### config.mk
export PLATFORM = sky130hd
export DESIGN_NAME = j11uart_flat
export DESIGN_NICKNAME = d
export VERILOG_FILES = /design/src/rtl/j11uart_pkg.sv /design/src/rtl/j11uart_if.sv /design/src/rtl/j11uart_rx.sv /design/src/rtl/j11uart.sv /design/src/flat_wrapper.sv
export SDC_FILE = /design/constraint.sdc
export NUM_CORES = 1
export LEC_CHECK = 0
export ABC_AREA = 1
export CORE_MARGIN = 5
export CORE_UTILIZATION = 57
export CTS_CLUSTER_SIZE = 30
export DETAILED_ROUTE_END_ITERATION = 16
export PLACE_DENSITY = 0.8
export SLEW_MARGIN = 20
export SYNTH_ARGS = -nofsm -noshare
export SYNTH_HDL_FRONTEND = slang
export SYNTH_SLANG_ARGS = --single-unit
### constraint.sdc
create_clock -name clk -period 2.5 [get_ports clk]
set_clock_uncertainty 0.2 [all_clocks]
set_input_delay 0.75 -clock clk [delete_from_list [all_inputs] [get_ports clk]]
set_output_delay 0.75 -clock clk [all_outputs]
set_load 0.02 [all_outputs]
### src/rtl/j11uart_pkg.sv
// Shared register offsets, CSR bit positions and FSM encodings for the console line unit.
// Latency: n/a (declarations only).
// Backpressure: n/a.
package j11uart_pkg;

    // byte offsets of the four registers within the block
    localparam logic [2:0] REG_RCSR = 3'd0;
    localparam logic [2:0] REG_RBUF = 3'd2;
    localparam logic [2:0] REG_XCSR = 3'd4;
    localparam logic [2:0] REG_XBUF = 3'd6;

    // receiver status / buffer bit positions
    localparam int BIT_DONE  = 7;
    localparam int BIT_IE    = 6;
    localparam int BIT_BUSY  = 11;
    localparam int BIT_ERR   = 15;
    localparam int BIT_OVR   = 14;
    localparam int BIT_FRM   = 13;

    // transmitter status bit positions
    localparam int BIT_READY = 7;
    localparam int BIT_MAINT = 2;

    typedef enum logic [1:0] {
        RX_IDLE,
        RX_START,
        RX_DATA,
        RX_STOP
    } rx_state_t;

    typedef enum logic [1:0] {
        TX_IDLE,
        TX_START,
        TX_DATA,
        TX_STOP
    } tx_state_t;

endpackage

### src/rtl/j11uart_if.sv
// Register port between the memory arbiter and the console line unit.
// Latency: uartack follows uartreq by exactly one clock.
// Backpressure: none; the requester keeps at most one access outstanding.
interface j11uart_if;
    logic        uartreq;
    logic [2:0]  uartaddr;
    logic        uartwr;
    logic [15:0] uartwdata;
    logic        uartack;
    logic [15:0] uartrdata;

    modport master (
        output uartreq, uartaddr, uartwr, uartwdata,
        input  uartack, uartrdata
    );

    modport slave (
        input  uartreq, uartaddr, uartwr, uartwdata,
        output uartack, uartrdata
    );
endinterface

### src/rtl/j11uart_rx.sv
// 8N1 serial receiver: synchroniser, start/glitch filter, LSB-first shifter, stop check.
// Latency: completion strobe in the cycle the stop bit is sampled (mid stop bit).
// Backpressure: none; the register file must absorb each strobe (overrun is flagged there).
module j11uart_rx
    import j11uart_pkg::*;
#(
    parameter int CLKDIV = 434
) (
    input  logic       clk,
    input  logic       rstn,
    input  logic       rxd,
    input  logic       loop_en,
    input  logic       loop_txd,
    output logic       busy,
    output logic       done_stb,
    output logic [7:0] data,
    output logic       frm_err
);

    localparam int            CW   = $clog2(CLKDIV);
    localparam logic [CW-1:0] FULL = CW'(CLKDIV - 1);
    localparam logic [CW-1:0] HALF = CW'(CLKDIV / 2 - 1);
    localparam logic [CW-1:0] ONE  = CW'(1);

    logic          rxd_m;
    logic          rxd_s;
    logic          line;
    logic          line_q;
    rx_state_t     state;
    rx_state_t     state_nxt;
    logic [CW-1:0] cnt;
    logic [CW-1:0] cnt_nxt;
    logic [2:0]    bitn;
    logic [2:0]    bitn_nxt;
    logic [7:0]    shift;
    logic [7:0]    shift_nxt;

    // loopback taps the already-registered txd, so it bypasses the synchroniser
    assign line = loop_en ? loop_txd : rxd_s;

    // two-flop synchroniser and previous line value for falling-edge detection
    always_ff @(posedge clk) begin
        if (!rstn) begin
            rxd_m  <= 1'b1;
            rxd_s  <= 1'b1;
            line_q <= 1'b1;
        end else begin
            rxd_m  <= rxd;
            rxd_s  <= rxd_m;
            line_q <= line;
        end
    end

    // receiver state, baud counter, bit counter and shift register
    always_ff @(posedge clk) begin
        if (!rstn) begin
            state <= RX_IDLE;
            cnt   <= '0;
            bitn  <= '0;
            shift <= '0;
        end else begin
            state <= state_nxt;
            cnt   <= cnt_nxt;
            bitn  <= bitn_nxt;
            shift <= shift_nxt;
        end
    end

    // next state: half-bit start qualification, then full-bit sampling
    always_comb begin
        state_nxt = state;
        cnt_nxt   = cnt;
        bitn_nxt  = bitn;
        shift_nxt = shift;
        done_stb  = 1'b0;
        frm_err   = 1'b0;
        case (state)
            RX_IDLE: begin
                if (line_q && !line) begin
                    state_nxt = RX_START;
                    cnt_nxt   = HALF;
                end
            end
            RX_START: begin
                if (cnt == '0) begin
                    if (line) begin
                        state_nxt = RX_IDLE;
                    end else begin
                        state_nxt = RX_DATA;
                        cnt_nxt   = FULL;
                        bitn_nxt  = 3'd0;
                    end
                end else begin
                    cnt_nxt = cnt - ONE;
                end
            end
            RX_DATA: begin
                if (cnt == '0) begin
                    shift_nxt = {line, shift[7:1]};
                    bitn_nxt  = bitn + 3'd1;
                    cnt_nxt   = FULL;
                    if (bitn == 3'd7) begin
                        state_nxt = RX_STOP;
                    end
                end else begin
                    cnt_nxt = cnt - ONE;
                end
            end
            RX_STOP: begin
                if (cnt == '0) begin
                    state_nxt = RX_IDLE;
                    done_stb  = 1'b1;
                    frm_err   = !line;
                end else begin
                    cnt_nxt = cnt - ONE;
                end
            end
            default: state_nxt = RX_IDLE;
        endcase
    end

    assign busy = (state != RX_IDLE);
    assign data = shift;

endmodule

### src/rtl/j11uart.sv
// DL11-style console line: RCSR/RBUF/XCSR/XBUF registers, 8N1 tx shifter, rx sub-block, level irqs.
// Latency: register access acks one clock after request; tx line moves one clock after XBUF load.
// Backpressure: XBUF writes while READY=0 are dropped; rx overrun is flagged, not stalled.
module j11uart
    import j11uart_pkg::*;
#(
    parameter int CLKDIV = 434
) (
    input  logic     clk,
    input  logic     rstn,
    j11uart_if.slave bus,
    input  logic     rxd,
    output logic     txd,
    output logic     rxirq,
    output logic     txirq
);

    localparam int            CW   = $clog2(CLKDIV);
    localparam logic [CW-1:0] FULL = CW'(CLKDIV - 1);
    localparam logic [CW-1:0] ONE  = CW'(1);

    // register file
    logic       rdone;
    logic       rie;
    logic       rovr;
    logic       rfrm;
    logic [7:0] rdata;
    logic       xready;
    logic       xie;
    logic       maint;
    logic [7:0] xhold;

    // bus decode
    logic [2:0]  reg_sel;
    logic        rd_req;
    logic        wr_req;
    logic        rbuf_rd;
    logic [15:0] rd_mux;
    logic        unused_bits;

    // rx sub-block outputs
    logic       rx_busy;
    logic       rx_stb;
    logic [7:0] rx_data;
    logic       rx_frm;

    // tx shifter
    tx_state_t     tx_state;
    tx_state_t     tx_state_nxt;
    logic [CW-1:0] tcnt;
    logic [CW-1:0] tcnt_nxt;
    logic [2:0]    tbit;
    logic [2:0]    tbit_nxt;
    logic [7:0]    tsh;
    logic [7:0]    tsh_nxt;
    logic          tx_load;
    logic          txd_nxt;

    assign reg_sel     = {bus.uartaddr[2:1], 1'b0};
    assign rd_req      = bus.uartreq && !bus.uartwr;
    assign wr_req      = bus.uartreq && bus.uartwr;
    assign rbuf_rd     = rd_req && (reg_sel == REG_RBUF);
    assign unused_bits = ^{bus.uartaddr[0], bus.uartwdata[15:8]};

    j11uart_rx #(
        .CLKDIV (CLKDIV)
    ) u_rx (
        .clk      (clk),
        .rstn     (rstn),
        .rxd      (rxd),
        .loop_en  (maint),
        .loop_txd (txd),
        .busy     (rx_busy),
        .done_stb (rx_stb),
        .data     (rx_data),
        .frm_err  (rx_frm)
    );

    // read data selection from current (pre-edge) register contents
    always_comb begin
        rd_mux = '0;
        case (reg_sel)
            REG_RCSR: begin
                rd_mux[BIT_DONE] = rdone;
                rd_mux[BIT_IE]   = rie;
                rd_mux[BIT_BUSY] = rx_busy;
                rd_mux[BIT_ERR]  = rovr | rfrm;
            end
            REG_RBUF: begin
                rd_mux[7:0]     = rdata;
                rd_mux[BIT_FRM] = rfrm;
                rd_mux[BIT_OVR] = rovr;
                rd_mux[BIT_ERR] = rovr | rfrm;
            end
            REG_XCSR: begin
                rd_mux[BIT_READY] = xready;
                rd_mux[BIT_IE]    = xie;
                rd_mux[BIT_MAINT] = maint;
            end
            default: rd_mux = '0;
        endcase
    end

    // one-cycle ack; read data held until the next read
    always_ff @(posedge clk) begin
        if (!rstn) begin
            bus.uartack   <= 1'b0;
            bus.uartrdata <= '0;
        end else begin
            bus.uartack <= bus.uartreq;
            if (rd_req) begin
                bus.uartrdata <= rd_mux;
            end
        end
    end

    // writable control bits in RCSR and XCSR
    always_ff @(posedge clk) begin
        if (!rstn) begin
            rie   <= 1'b0;
            xie   <= 1'b0;
            maint <= 1'b0;
        end else if (wr_req) begin
            if (reg_sel == REG_RCSR) begin
                rie <= bus.uartwdata[BIT_IE];
            end
            if (reg_sel == REG_XCSR) begin
                xie   <= bus.uartwdata[BIT_IE];
                maint <= bus.uartwdata[BIT_MAINT];
            end
        end
    end

    // receive buffer: a completion coinciding with an RBUF read takes priority
    always_ff @(posedge clk) begin
        if (!rstn) begin
            rdone <= 1'b0;
            rovr  <= 1'b0;
            rfrm  <= 1'b0;
            rdata <= '0;
        end else if (rx_stb) begin
            rdata <= rx_data;
            rdone <= 1'b1;
            if (rbuf_rd) begin
                rovr <= 1'b0;
                rfrm <= rx_frm;
            end else begin
                rovr <= rovr | rdone;
                rfrm <= rfrm | rx_frm;
            end
        end else if (rbuf_rd) begin
            rdone <= 1'b0;
            rovr  <= 1'b0;
            rfrm  <= 1'b0;
        end
    end

    // holding register: accepted only while READY, freed when the shifter takes it
    always_ff @(posedge clk) begin
        if (!rstn) begin
            xready <= 1'b1;
            xhold  <= '0;
        end else if (wr_req && (reg_sel == REG_XBUF) && xready) begin
            xhold  <= bus.uartwdata[7:0];
            xready <= 1'b0;
        end else if (tx_load) begin
            xready <= 1'b1;
        end
    end

    // tx shifter state, counters and registered line output
    always_ff @(posedge clk) begin
        if (!rstn) begin
            tx_state <= TX_IDLE;
            tcnt     <= '0;
            tbit     <= '0;
            tsh      <= '0;
            txd      <= 1'b1;
        end else begin
            tx_state <= tx_state_nxt;
            tcnt     <= tcnt_nxt;
            tbit     <= tbit_nxt;
            tsh      <= tsh_nxt;
            txd      <= txd_nxt;
        end
    end

    // tx sequencing: start, 8 data LSB first, stop; reload from holding with no gap
    always_comb begin
        tx_state_nxt = tx_state;
        tcnt_nxt     = tcnt;
        tbit_nxt     = tbit;
        tsh_nxt      = tsh;
        tx_load      = 1'b0;
        txd_nxt      = 1'b1;
        case (tx_state)
            TX_IDLE: begin
                if (!xready) begin
                    tx_load      = 1'b1;
                    tx_state_nxt = TX_START;
                    tcnt_nxt     = FULL;
                    tsh_nxt      = xhold;
                end
            end
            TX_START: begin
                if (tcnt == '0) begin
                    tx_state_nxt = TX_DATA;
                    tcnt_nxt     = FULL;
                    tbit_nxt     = 3'd0;
                end else begin
                    tcnt_nxt = tcnt - ONE;
                end
            end
            TX_DATA: begin
                if (tcnt == '0) begin
                    tcnt_nxt = FULL;
                    tbit_nxt = tbit + 3'd1;
                    tsh_nxt  = {1'b0, tsh[7:1]};
                    if (tbit == 3'd7) begin
                        tx_state_nxt = TX_STOP;
                    end
                end else begin
                    tcnt_nxt = tcnt - ONE;
                end
            end
            TX_STOP: begin
                if (tcnt == '0) begin
                    if (!xready) begin
                        tx_load      = 1'b1;
                        tx_state_nxt = TX_START;
                        tcnt_nxt     = FULL;
                        tsh_nxt      = xhold;
                    end else begin
                        tx_state_nxt = TX_IDLE;
                    end
                end else begin
                    tcnt_nxt = tcnt - ONE;
                end
            end
            default: tx_state_nxt = TX_IDLE;
        endcase
        case (tx_state_nxt)
            TX_START: txd_nxt = 1'b0;
            TX_DATA:  txd_nxt = tsh_nxt[0];
            default:  txd_nxt = 1'b1;
        endcase
    end

    // level interrupt requests, registered one cycle behind their sources
    always_ff @(posedge clk) begin
        if (!rstn) begin
            rxirq <= 1'b0;
            txirq <= 1'b0;
        end else begin
            rxirq <= rie & rdone;
            txirq <= xie & xready;
        end
    end

endmodule

### src/flat_wrapper.sv
// flat-port wrapper written by rule: the top's interface ports become plain ports
module j11uart_flat import j11uart_pkg::*;
#(
    parameter int CLKDIV = 434
)
  (clk, rstn, rxd, txd, rxirq, txirq, bus_uartreq, bus_uartaddr, bus_uartwr, bus_uartwdata, bus_uartack, bus_uartrdata);
  j11uart_if bus_i ();
  input  logic clk;
  input  logic rstn;
  input  logic rxd;
  output logic txd;
  output logic rxirq;
  output logic txirq;
  input wire logic [$bits(bus_i.uartreq)-1:0] bus_uartreq;
  input wire logic [$bits(bus_i.uartaddr)-1:0] bus_uartaddr;
  input wire logic [$bits(bus_i.uartwr)-1:0] bus_uartwr;
  input wire logic [$bits(bus_i.uartwdata)-1:0] bus_uartwdata;
  output wire logic [$bits(bus_i.uartack)-1:0] bus_uartack;
  output wire logic [$bits(bus_i.uartrdata)-1:0] bus_uartrdata;
  assign bus_i.uartreq = bus_uartreq;
  assign bus_i.uartaddr = bus_uartaddr;
  assign bus_i.uartwr = bus_uartwr;
  assign bus_i.uartwdata = bus_uartwdata;
  assign bus_uartack = bus_i.uartack;
  assign bus_uartrdata = bus_i.uartrdata;
  j11uart #(.CLKDIV(CLKDIV)) u_core (.clk(clk), .rstn(rstn), .bus(bus_i), .rxd(rxd), .txd(txd), .rxirq(rxirq), .txirq(txirq));
endmodule
Yosys cells after proc, flatten, opt, wreduce, memory -nomap -nowiden
Cells that the tools add are included.

storage, ports and cells
  register bits = 86
  output and inout port bits = 20

cells by class
  $add $sub $neg = 4
  equal/unequal tests = 24
  muxes and demuxes = 59
  bitwise gates (word level) = 5
  reductions and logical operators = 29

operators by type and width
  kind                 number
  $mux 9               8
  $pmux 9 s4           1
  $pmux 9 s3           1
  $mux 2               13
  $mux 8               3
  $pmux 8 s3           1
  $logic_not 9->1      2
  $mux 1               18
  $mux 3               6
  $sub 9x1->9 const B  2
  $pmux 2 s4           2
  $eq 2x2->1 const B   7
  $ne 2x2->1 const B   7
  $pmux 3 s2           2
  $reduce_bool 2->1    5
  $reduce_and 3->1     3
  $eq 2x1->1 const B   4
  $add 3x1->3 const B  2
  $eq 3x3->1 const B   2
  $logic_and 1x1->1    6
  $ne 2x1->1 const B   3
  $pmux 1 s2           3
  $pmux 2 s3           1
  $reduce_and 2->1     3
  other kinds (10)     16

Logic depth before layout (Yosys ltp)
  word-level depth = 7
  depth in mapped cells = 14
  gate-level depth less buffers = 14

Cells and area by module
Synthesis repeated with hierarchy kept, for this count alone.

unflattened totals
  cell total of the unflattened synthesis = 610
  area, all modules = 4,334.2 um^2

modules (own cells, without submodules)
  module      instances  cells an instance  area each (um^2)  seq. area each (um^2)
  j11uart     1          406                2,945.3           1,221.2
  j11uart_rx  1          204                1,388.8           500.5

Least setup slack after synthesis
Ideal clock, no wire load.

  kind = input to register
  from = in bus_uartreq
  to = reg u_core.rovr
  setup time = 0.121 ns
  arrival = 1.534 ns
  data required time = 2.179 ns
  slack = 0.644 ns
  stages = 7
  cell sequence = inv_1 > nor2_1 > inv_1 > nor2_2 > inv_1 > nand3_1 > o21ai_0

on the way
  cells in the longest elaborated chain, start to end = 4
  elaborated cells on any way between the ends = 5
  those cells by class = mux (2); reduce/logical (3)

ends and longest elaborated chain
  what                   RTL line            RTL
  from (decl)            flat_wrapper.sv:14  input wire logic [$bits(bus_i.uartreq)-1:0] bus_uartreq;
  $logic_and 1x1->1 (*)  j11uart.sv:60       assign rd_req = bus.uartreq && !bus.uartwr;
  $logic_and 1x1->1 (*)  j11uart.sv:62       assign rbuf_rd = rd_req && (reg_sel == REG_RBUF);
  $mux 1                 j11uart.sv:144      if (rbuf_rd) begin
  $mux 1                 j11uart.sv:141      end else if (rx_stb) begin
  to (signal assigned)   j11uart.sv:148      rovr <= rovr | rdone;
  to (decl)              j11uart.sv:25       logic rovr;

Every way passes the cells marked *; elsewhere a longest branch is shown, timed or not.
A chain may end at the register's enable or synchronous reset.

Worst setup path after layout
  from = reg u_core.bus.uartrdata[15]
  to = out bus_uartrdata[15]

RTL lines
  what                    RTL line            RTL
  from (decl)             j11uart_if.sv:19    output uartack, uartrdata
  from (signal assigned)  j11uart.sv:112      bus.uartrdata <= rd_mux;
  to (decl)               flat_wrapper.sv:19  output wire logic [$bits(bus_i.uartrdata)-1:0] bus_uartrdata;

No word-level cell between the ends.

==> metrics.txt <==
clk buf depth 2; Overflow after GRT 0; Final Wtd Congestion slightly above 0.8; Simple-Gate Fraction of Synth Area 0.270; Placed Instance Area around 4700 µm²; count of non-filler cells in the finished layout around 700; mux share of post-synthesis cell area 0; Max Fanout on Critical Path 2; post-synthesis cell type count 42; hold_ws between 0.2 and 0.3 ns; layout cells sized above 1 0.103; DRC viols 0; max cap viols 0; Critical Path, Cell by Cell clkdlybuf4s50_1; largest family of logic cells by synthesized area simple AND/OR/NAND/NOR gates; Crit. End Element output port; final net count 660; unrepaired setup endpoints after global routing false; core area roughly 7300 µm²; initial antenna violation count 0; CTS Hold Buffers Added 0; Die Y-Extent about 97 µm; Hold Vio Cnt, Final 0; crit share post-route 0.921; H-tree depth 3; io pins 44; CTS tree built; FP Rows 31; total inserted antenna cells 0; Max IR drop VDD between 800 and 900 µV; Final Cell Area roughly 4900 µm²; yosys warns 0; Worst Hold Class reg2reg; Final Slew Violations 0; delay of the slowest critical-path stage 0.63 ns; later-pin clock latency in the skew report approximately 0.36 ns; Seq. cell area 1720 µm²; Synth Area in Compound Gates 0.166; Seq cells post-synth between 80 and 90; drt total wl between 8 and 9 mm; placed cells 704; largest net degree at the start of global routing 40; Power Density around 950 nW/µm²; GRT Overall Usage 0.204; post-route ant nets 0; P_leak approximately 0.0021 µW; initial core utilization 0.586; synthesized area between 4000 and 5000 µm²; global-route wire length before repair ~15 mm; ys async rst share 0; Synth Area in Adders 0.0586; Root Buffer clkbuf_8; Total Die Area about 9300 µm²; Post-synth EDFFs 0; fin crit period around 2.3 ns; total negative setup slack 0 ns; cell count after synthesis slightly below 600; vias in the first global route 3,548; Worst-Margin Slew a little over 0.6 ns; Worst Path Required between 1.5 and 2 ns; setup bufs post-CTS 0; Arr. time, crit path ~1.4 ns; Startpoint Class flop; Synth Area per Inst ~7.3 µm²; area grow syn2layout 14.0%; wire length per cell roughly 12 µm; final setup fails 0; Seq/Total Area, Yosys 0.403; drt via density approximately 5.3; area of the multi-input gates 2200 µm²; main flop type after synthesis dfxtp_1; crit-path leading delay family buffers and inverters; first-pass iteration count of the detailed router 4; Post-DP HPWL around 6.5 mm; Post-Synth XOR/XNOR Area 0.0164; post_cts resized 0; Initial DRC Count between 100 and 150; clk slew on worst S/H paths ~0.10 ns; # clock sinks 86; Crit Path Class reg2out; via count around 3,800; CP max stage cell clkdlybuf4s50_1; TritonCTS Buffers 9; status finished clean; relative slew slack 0.584; Fmax achieved around 430 MHz; fillers ~630; die width a little under 100 µm; worst path bufs/invs 1; Port Buf Inserts 30
-- final timing paths --
kind / end / cells past startpoint / slack [ns] / startpoint
worst min register to register: u_core.bus.uartrdata[0]$_SDFFE_PN0P_ / 2 / 0.27 / u_core.rdata[0]$_SDFFE_PN0P_
worst max-delay path: bus_uartrdata[15] / 1 / 0.20 / u_core.bus.uartrdata[15]$_SDFFE_PN0P_
worst min-delay path: u_core.bus.uartrdata[0]$_SDFFE_PN0P_ / 2 / 0.27 / u_core.rdata[0]$_SDFFE_PN0P_
worst max register to register: u_core.tsh[4]$_SDFFE_PN0P_ / 10 / 0.29 / u_core.tcnt[0]$_SDFF_PN0_
-- cell type report --
class,count,area share
Clock buffer,9,0.0254
Clock inverter,7,0.0152
Inverter,65,0.0501
Multi-Input combinational cell,413,0.451
Sequential cell,86,0.354
Tap cell,99,0.0254
Timing Repair Buffer,41,0.0787
-- layout by cell type (no fill, tap or decap), types with 11 or more instances in the layout --
cell type          n
nand2_1          109
dfxtp_1           86
nor2_1            67
inv_1             58
a21oi_1           56
o21ai_0           46
nand3_1           40
clkdlybuf4s50_1   30
ha_1              20
buf_4             11
-- power breakdown --
part	internal, µW	leakage [µW]	switching, µW
registers	1530	0.000698	129
clock network	392	0.0000942	579
logic	673	0.00130	1300
-- stage by stage --
stage / util / power [µW] / worst slack (ns)
final: 0.667 / 4600 / 0.197
after global routing: 0.667 / 4960 / 0.0543
after CTS: 0.667 / 4620 / 0.179
after detailed placement: 0.640 / 3640 / 0.102
after global placement: 0.640 / 3580 / 0.164
after floorplan: - / 3320 / 0.644
-- sequential cells by signal, summed over array words and instances, names as in the netlist, 2 cells and up, named ones only --
signal                flops
u_core.bus.uartrdata     12
u_core.rdata              8
u_core.tbit               3
u_core.tcnt               9
u_core.tsh                8
u_core.tx_state           2
u_core.u_rx.bitn          3
u_core.u_rx.cnt           9
u_core.u_rx.data          8
u_core.xhold              8
-- Yosys cell counts (5+ instances only) --
master,n,area share
a21oi_1,56,0.066
buf_2,5,0.0059
clkbuf_1,9,0.0079
dfxtp_1,86,0.40
ha_1,20,0.059
inv_1,58,0.051
inv_2,6,0.0053
nand2_1,109,0.096
nand2_2,5,0.0073
nand3_1,40,0.047
nor2_1,67,0.059
nor2_2,6,0.0088
nor2_4,5,0.013
nor3_1,7,0.0082
o21ai_0,46,0.054
o21ai_1,6,0.0070
o22ai_1,6,0.0088
xor2_1,6,0.012
-- kinds of logic after synthesis --
| logic type | count (synthesis) |
|---|---|
| xor+xnor | 8 |
| flops | 86 |
| fa+ha+maj | 20 |
| simple gates | 252 |
| compound gates | 129 |
| buf+inv | 87 |
| other cells | 1 |
-- metal layers --
metal,vias up,GRT usage,wire length (µm)
li1,1955,-,-
met1,1749,0.249,3990
met2,69,0.360,4420
met3,10,0.0426,361
met4,0,0.0631,116
met5,-,0,0
(Power assumes the default switching activity.)
